[src/rtl/two_port_mem_pipe.sv]
// Simple dual-port RAM: byte-masked write port A, pipelined read port B with a
// registered valid, defined same-address collision policy and optional post-reset zeroing.
module two_port_mem_pipe #(
    parameter int    BIT_LENGTH     = 64,
    parameter int    DEPTH          = 16,
    parameter int    READ_LATENCY   = 1,
    parameter string COLLISION      = "write_first",
    parameter int    CLEAR_ON_RESET = 1,
    parameter string MODE           = "block",
    localparam int   AW             = (DEPTH > 1) ? $clog2(DEPTH) : 1,
    localparam int   NB             = BIT_LENGTH / 8
) (
    input  logic                  clk,
    input  logic                  rst,
    input  logic                  ena,
    input  logic                  wea,
    input  logic [NB-1:0]         bea,
    input  logic [AW-1:0]         addra,
    input  logic [BIT_LENGTH-1:0] dina,
    input  logic                  enb,
    input  logic [AW-1:0]         addrb,
    output logic [BIT_LENGTH-1:0] doutb,
    output logic                  doutb_valid,
    output logic                  init_busy
);

    if (BIT_LENGTH <= 0 || (BIT_LENGTH % 8) != 0) begin : g_bad_width
        $fatal(1, "two_port_mem_pipe: BIT_LENGTH must be a positive multiple of 8");
    end
    if (READ_LATENCY < 1 || READ_LATENCY > 4) begin : g_bad_latency
        $fatal(1, "two_port_mem_pipe: READ_LATENCY must be in 1..4");
    end
    if (COLLISION != "write_first" && COLLISION != "read_first") begin : g_bad_collision
        $fatal(1, "two_port_mem_pipe: COLLISION must be write_first or read_first");
    end

    localparam bit            WRITE_FIRST = (COLLISION == "write_first");
    localparam logic [AW:0]   DEPTH_W     = (AW+1)'(DEPTH);
    localparam logic [AW-1:0] LAST_ADDR   = AW'(DEPTH - 1);

    typedef enum logic {S_CLEAR, S_READY} state_e;

    state_e        state_q, state_d;
    logic [AW-1:0] clr_addr_q, clr_addr_d;
    logic          clr_we;
    logic          ready;
    logic          wr_en;
    logic          rd_en;
    logic          addra_ok;
    logic          addrb_ok;

    (* ram_style = MODE *) logic [BIT_LENGTH-1:0] mem_q [DEPTH];

    logic [BIT_LENGTH-1:0] rd_old;
    logic [BIT_LENGTH-1:0] rd_merged;
    logic [BIT_LENGTH-1:0] rd_data;

    logic [READ_LATENCY:1] vld_pipe_q;
    logic [BIT_LENGTH-1:0] dat_pipe_q [READ_LATENCY:1];

    always_ff @(posedge clk) begin
        if (rst) begin
            state_q    <= (CLEAR_ON_RESET != 0) ? S_CLEAR : S_READY;
            clr_addr_q <= '0;
        end else begin
            state_q    <= state_d;
            clr_addr_q <= clr_addr_d;
        end
    end

    // Clear walks 0..DEPTH-1 once; the cycle that zeroes the last word hands over to READY.
    always_comb begin
        state_d    = state_q;
        clr_addr_d = clr_addr_q;
        clr_we     = 1'b0;
        case (state_q)
            S_CLEAR: begin
                clr_we = ~rst;
                if (clr_addr_q == LAST_ADDR) begin
                    state_d = S_READY;
                end else begin
                    clr_addr_d = clr_addr_q + AW'(1);
                end
            end
            default: ;
        endcase
    end

    assign init_busy = (state_q == S_CLEAR);
    assign ready     = (state_q == S_READY) && !rst;
    assign addra_ok  = ({1'b0, addra} < DEPTH_W);
    assign addrb_ok  = ({1'b0, addrb} < DEPTH_W);
    assign wr_en     = ready && ena && wea && addra_ok;
    assign rd_en     = ready && enb;

    always_ff @(posedge clk) begin
        if (clr_we) begin
            mem_q[clr_addr_q] <= '0;
        end else if (wr_en) begin
            for (int i = 0; i < NB; i++) begin
                if (bea[i]) mem_q[addra][8*i +: 8] <= dina[8*i +: 8];
            end
        end
    end

    // Read data is captured at issue, so later writes never disturb an in-flight response.
    always_comb begin
        rd_old = '0;
        if (addrb_ok) rd_old = mem_q[addrb];
        rd_merged = rd_old;
        for (int i = 0; i < NB; i++) begin
            if (bea[i]) rd_merged[8*i +: 8] = dina[8*i +: 8];
        end
        rd_data = rd_old;
        if (WRITE_FIRST && wr_en && (addra == addrb)) rd_data = rd_merged;
    end

    always_ff @(posedge clk) begin
        if (rst) begin
            vld_pipe_q <= '0;
            for (int k = 1; k <= READ_LATENCY; k++) dat_pipe_q[k] <= '0;
        end else begin
            vld_pipe_q[1] <= rd_en;
            if (rd_en) dat_pipe_q[1] <= rd_data;
            for (int k = 2; k <= READ_LATENCY; k++) begin
                vld_pipe_q[k] <= vld_pipe_q[k-1];
                if (vld_pipe_q[k-1]) dat_pipe_q[k] <= dat_pipe_q[k-1];
            end
        end
    end

    assign doutb       = dat_pipe_q[READ_LATENCY];
    assign doutb_valid = vld_pipe_q[READ_LATENCY];

endmodule

[config.mk]
export PLATFORM = sky130hd
export DESIGN_NAME = two_port_mem_pipe
export DESIGN_NICKNAME = d
export VERILOG_FILES = /design/src/rtl/two_port_mem_pipe.sv
export SDC_FILE = /design/constraint.sdc
export NUM_CORES = 1
export LEC_CHECK = 0
export CAP_MARGIN = 5
export CORE_ASPECT_RATIO = 0.6
export CORE_UTILIZATION = 35
export CTS_CLUSTER_DIAMETER = 200
export CTS_CLUSTER_SIZE = 8
export DETAILED_ROUTE_END_ITERATION = 16
export PLACE_DENSITY = 0.61
export SLEW_MARGIN = 20
export SYNTH_ARGS = -nofsm -noshare
export SYNTH_HDL_FRONTEND = slang
export SYNTH_SLANG_ARGS = --single-unit
[constraint.sdc]
create_clock -name clk -period 3.41 [get_ports clk]
set_input_delay 0.341 -clock clk [delete_from_list [all_inputs] [get_ports clk]]
set_output_delay 0.341 -clock clk [all_outputs]
set_load 0.1 [all_outputs]
# ---- Yosys cells after proc, flatten, opt, wreduce, memory -nomap -nowiden
# Memory sizes are Yosys's and may differ from the RTL's.
# Index checks and enable logic that the tools add are counted.
dict set report totals {
  inputBits 85
  out_inout_bits 66
  ff_bits 6
  memories 2
  ramBits 1088
}
dict set report classes {
  muxes 55
  eq_ne 2
  n_addsub 1
  reduce_logical 8
  n_bitwise 4
}
# name words width read_ports rd_ports_with_merged_regs write_ports line
set memory_table {}
lappend memory_table {mem_q 16 64 1 0 1 52} ;# (* ram_style = MODE *) logic [BIT_LENGTH-1:0] mem_q [DEPTH];
lappend memory_table {dat_pipe_q 1 64 1 0 1 59} ;# logic [BIT_LENGTH-1:0] dat_pipe_q [READ_LATENCY:1];
# operator count
set ops {}
lappend ops {{$mux W64} 3}
lappend ops {{$mux W8} 9}
lappend ops {{$reduce_or A64 Y1} 1}
lappend ops {{$mux W1} 42}
lappend ops {{$logic_and A1 B1 Y1} 5}
lappend ops {{$add A4 B1 Y4 const B} 1}
lappend ops {{$eq A4 B4 Y1} 1}
lappend ops {{$eq A4 B4 Y1 const B} 1}
lappend ops {{$mux W4} 1}
lappend ops {{$not A1 Y1} 3}
lappend ops {{$reduce_and A2 Y1} 1}
lappend ops {{$logic_not A1 Y1} 1}
lappend ops {{$or A1 B1 Y1} 1}

# ---- Longest topological paths before layout
dict set report logic_depth {
  word_depth 9
  mapped_depth 8
  depth_no_buf 5
}

# ---- Worst setup path before layout
# No wires, ideal clock.
dict set report synth_timing {
  kind {register -> register}
  from {reg state_q}
  to {mem dat_pipe_q[1][0], enable pin}
  setup_slack_ns 0.748
  path_buffers 1
  t_arrival_ns 2.268
  stages_incl_launch_ff 5
  setup_ns 0.394
  path_cell_list {dfxtp_1 -> inv_1 -> nor3b_1 -> clkbuf_1 -> or2_2}
}
dict set report synth_via {
  elab_chain_cells 6
}
# item line
set synth_lines {}
lappend synth_lines {{from (decl)} 43} ;# state_e state_q, state_d;
lappend synth_lines {{from (signal assigned)} 63} ;# state_q <= (CLEAR_ON_RESET != 0) ? S_CLEAR : S_READY;
lappend synth_lines {{from (signal assigned)} 66} ;# state_q <= state_d;
lappend synth_lines {{$logic_and A1 B1 Y1} 90} ;# assign ready = (state_q == S_READY) && !rst;
lappend synth_lines {{$logic_and A1 B1 Y1} 94} ;# assign rd_en = ready && enb;
lappend synth_lines {{$mux W1} 124} ;# if (rd_en) dat_pipe_q[1] <= rd_data;
lappend synth_lines {{$mux W1} 119} ;# if (rst) begin
lappend synth_lines {{$mux W1 (not written as such)} 124}
lappend synth_lines {{$or A1 B1 Y1 (no source line)} -}
lappend synth_lines {{to (decl)} 59}
# Every way passes these cells.

# ---- Worst setup path after layout
dict set report layout_timing {
  from {reg state_q}
  to {out init_busy}
}
dict set report layout_via {
  elab_chain_cells 1
}
# item line
set layout_lines {}
lappend layout_lines {{$not A1 Y1} -}
lappend layout_lines {{to (decl)} 24} ;# output logic init_busy
# Every way passes these cells.

==> impl_metrics.tcl <==
set metrics [dict create \
    syn_inst 2329 \
    numCtsBuffers 154 \
    worstPathMaxFanout 11 \
    portBuffers 150 \
    synth_ff_type "edfxtp_1" \
    cp-start-kind "flip-flop" \
    insertion_delay_ns 0.76 \
    cap_violations 0 \
    setup_viol 0 \
    arrival_ns 2.68 \
    grt.overflow.total 0 \
    postCtsHoldBufs 0 \
    peakVddDrop_mv 0.4542 \
    endpoint_kind "output port" \
    antenna_found_initial 3 \
    avgSynthCellArea_um2 18.51 \
    avgViaCountPerCell 5.516 \
    slew_viol_final 0 \
    initialDrtViolationCount 2853 \
    syn_to_final_growth_pct 20.63 \
    cts_sinks 1094 \
    async_reset_ff_frac 0 \
    drc 0 \
    fin_area_mm2 0.05200 \
    ys_ff_latch 1094 \
    path_class "reg2out" \
    worst_slack_ns 0.3891 \
    slew-limit-headroom 0.3191 \
    hold_viol_final 0 \
    place_hpwl_um 75300 \
    netlist.area_leader.share 0.7579 \
    dr.max_layer_used "met4" \
    synthesis.nets 2415 \
    post_cts_resized 0 \
    clkTransAtPathRegs_ns 0.05 \
    placed_area_mm2 0.04779 \
    die_height_um 273.8 \
    wl_met2_um 52440 \
    wl_met1_um 51540 \
    finalNetCount 2786 \
    p_leak_nw 18.91 \
    final_common_cell "edfxtp_1" \
    firstDrtPassIters 5 \
    finalCritPeriodShare 0.8859 \
    row_count 99 \
    status "finished clean" \
    h-tree-depth 4 \
    grt_pass1_wl_um 170700 \
    ys_types 39 \
    gp_congestion 0.8133 \
    fp.coreArea_mm2 0.1219 \
    hold_class "in2reg" \
    vias 24035 \
    rsz0062_at_grt "false" \
    grt_use_total 0.1901 \
    io_pins 151 \
    clock_path_buffers 3 \
    synth_edf_count 1088 \
    ant_nets 0 \
    pre_cts_ws_ns -0.06262 \
    dieArea_mm2 0.1246 \
    final_cell_mix "1088 x edfxtp_1, 197 x buf_4, 169 x mux2i_1" \
    route.met3.wl_um 11000 \
    start_util 0.3537 \
    synth_warnings 0 \
    synthTopCellsByArea "edfxtp_1 76%, mux4_2 7.5%, mux2i_1 3.9%, mux2_2 1.5%, nand2_1 1.3%" \
    fillers 10552 \
    tightest_slew_ns 1.018 \
    syn-cell-area_mm2 0.04311 \
    grt_max_degree 63 \
    yosysSeqAreaShare 0.7607 \
    finClkSkew_ns 0.03128 \
    finalWirelength_um 117800 \
    wl_per_cell_um 27.03 \
    drive_above_1_share 0.2223 \
    cp.required_ns 3.07 \
    fin_crit_ns 3.021 \
    root_buffer "clkbuf_16" \
    die-width_um 455.1 \
    max_freq_mhz 331.0 \
    synth_top_area_cell "edfxtp_1" \
    power.density_mw_per_mm2 579.7 \
    grt_pass1_vias 24239 \
    cts_tree "yes" \
    post-cts-setup-buffer-count 0 \
]
-- power by group --
part	switching, W	internal (W)
combinational	0.00103	0.000536
sequential	0.0000401	0.0148
clock	0.00554	0.00821
total	0.00662	0.0235
-- layer usage --
metal  up-vias  global-route usage
met5         -                   0
met4         0             0.05786
li1      10126                   -
met1     12401              0.2797
met2      1312              0.2779
met3       196             0.04536
-- layout make-up --
| type | instances | area (um^2) | area share |
|---|---|---|---|
| multi-input cells | 1089 | 9713 | 0.1868 |
| repair buffers | 360 | 3261 | 0.06270 |
| clock buffers | 183 | 4026 | 0.07743 |
| diodes | 1 | 2.502 | 0.00004812 |
| flip-flops and latches | 1094 | 32790 | 0.6306 |
| well taps | 1616 | 2022 | 0.03888 |
| clock inverters | 13 | 182.7 | 0.003513 |
| inverters | 1 | 3.754 | 0.00007218 |
-- state kept, by name, indices dropped and copies added, names as in the netlist --
| name | cells |
|---|---|
| doutb_valid | 1 |
| clr_addr_q | 4 |
| dat_pipe_q | 64 |
| mem_q | 1024 |
| state_q | 1 |
-- cell usage after synthesis (2+ instances only) --
cell	count
mux4_2	144
mux2_4	3
mux2i_4	3
mux2i_1	169
o221ai_1	56
and2_1	67
a21oi_1	65
xor2_1	5
buf_1	14
a31oi_1	57
a22oi_1	16
dfxtp_1	6
nand2_1	153
nand3_2	3
o21ai_0	62
nor4_2	2
nand3_1	16
o2111ai_1	56
clkbuf_1	79
o21ai_1	2
mux2_2	57
nor2b_1	3
nor2_1	134
buf_4	4
nand3_4	5
edfxtp_1	1088
buf_2	48
-- worst paths after layout --
check / from / to / slack (ns) / cells after the start
worst min register to register: clr_addr_q[2]$_SDFFE_PP0P_ / clr_addr_q[2]$_SDFFE_PP0P_ / 0.59 / 2
worst max register to register: state_q$_SDFF_PP0_ / mem_q[1][16]$_DFFE_PP_ / 0.49 / 4
worst min-delay path: dina[55] / dat_pipe_q[1][55]$_SDFFCE_PN0P_ / 0.33 / 3
worst max-delay path: state_q$_SDFF_PP0_ / init_busy / 0.39 / 3
-- per-stage QoR --
stage / hold WS, ns / setup TNS (ns) / total power (W) / instances / utilization
after floorplan: 0.5477 / 0 / 0.01597 / 2329 / -
after global placement: 0.5775 / 0 / 0.01661 / 4160 / 0.3921
after detailed placement: 0.5751 / -1.130 / 0.01663 / 4160 / 0.3921
after CTS: 0.3007 / 0 / 0.03033 / 4356 / 0.4266
after global routing: 0.3497 / 0 / 0.03095 / 4356 / 0.4266
final: 0.3290 / 0 / 0.03015 / 4357 / 0.4266
-- logic make-up (layout without fill, tap and decap cells) --
logic type	count (synthesis)	after routing	share of synthesized area
AOI/OAI and AO/OA	315	315	0.04917
DFF	1094	1094	0.7607
buffers and inverters	146	557	0.01445
other	0	1	0
adders and majority gates	1	1	0.0002902
muxes	377	377	0.1323
and+or+nand+nor	390	390	0.04191
xor gates and xnor gates	6	6	0.001219
-- critical path: stages (launching register included) --
cell and delay (ns):
dfxtp_1 0.38, buf_4 0.21, inv_1 0.18, clkdlybuf4s50_1 1.17
Note: power is estimated with default switching activity, not from simulation.
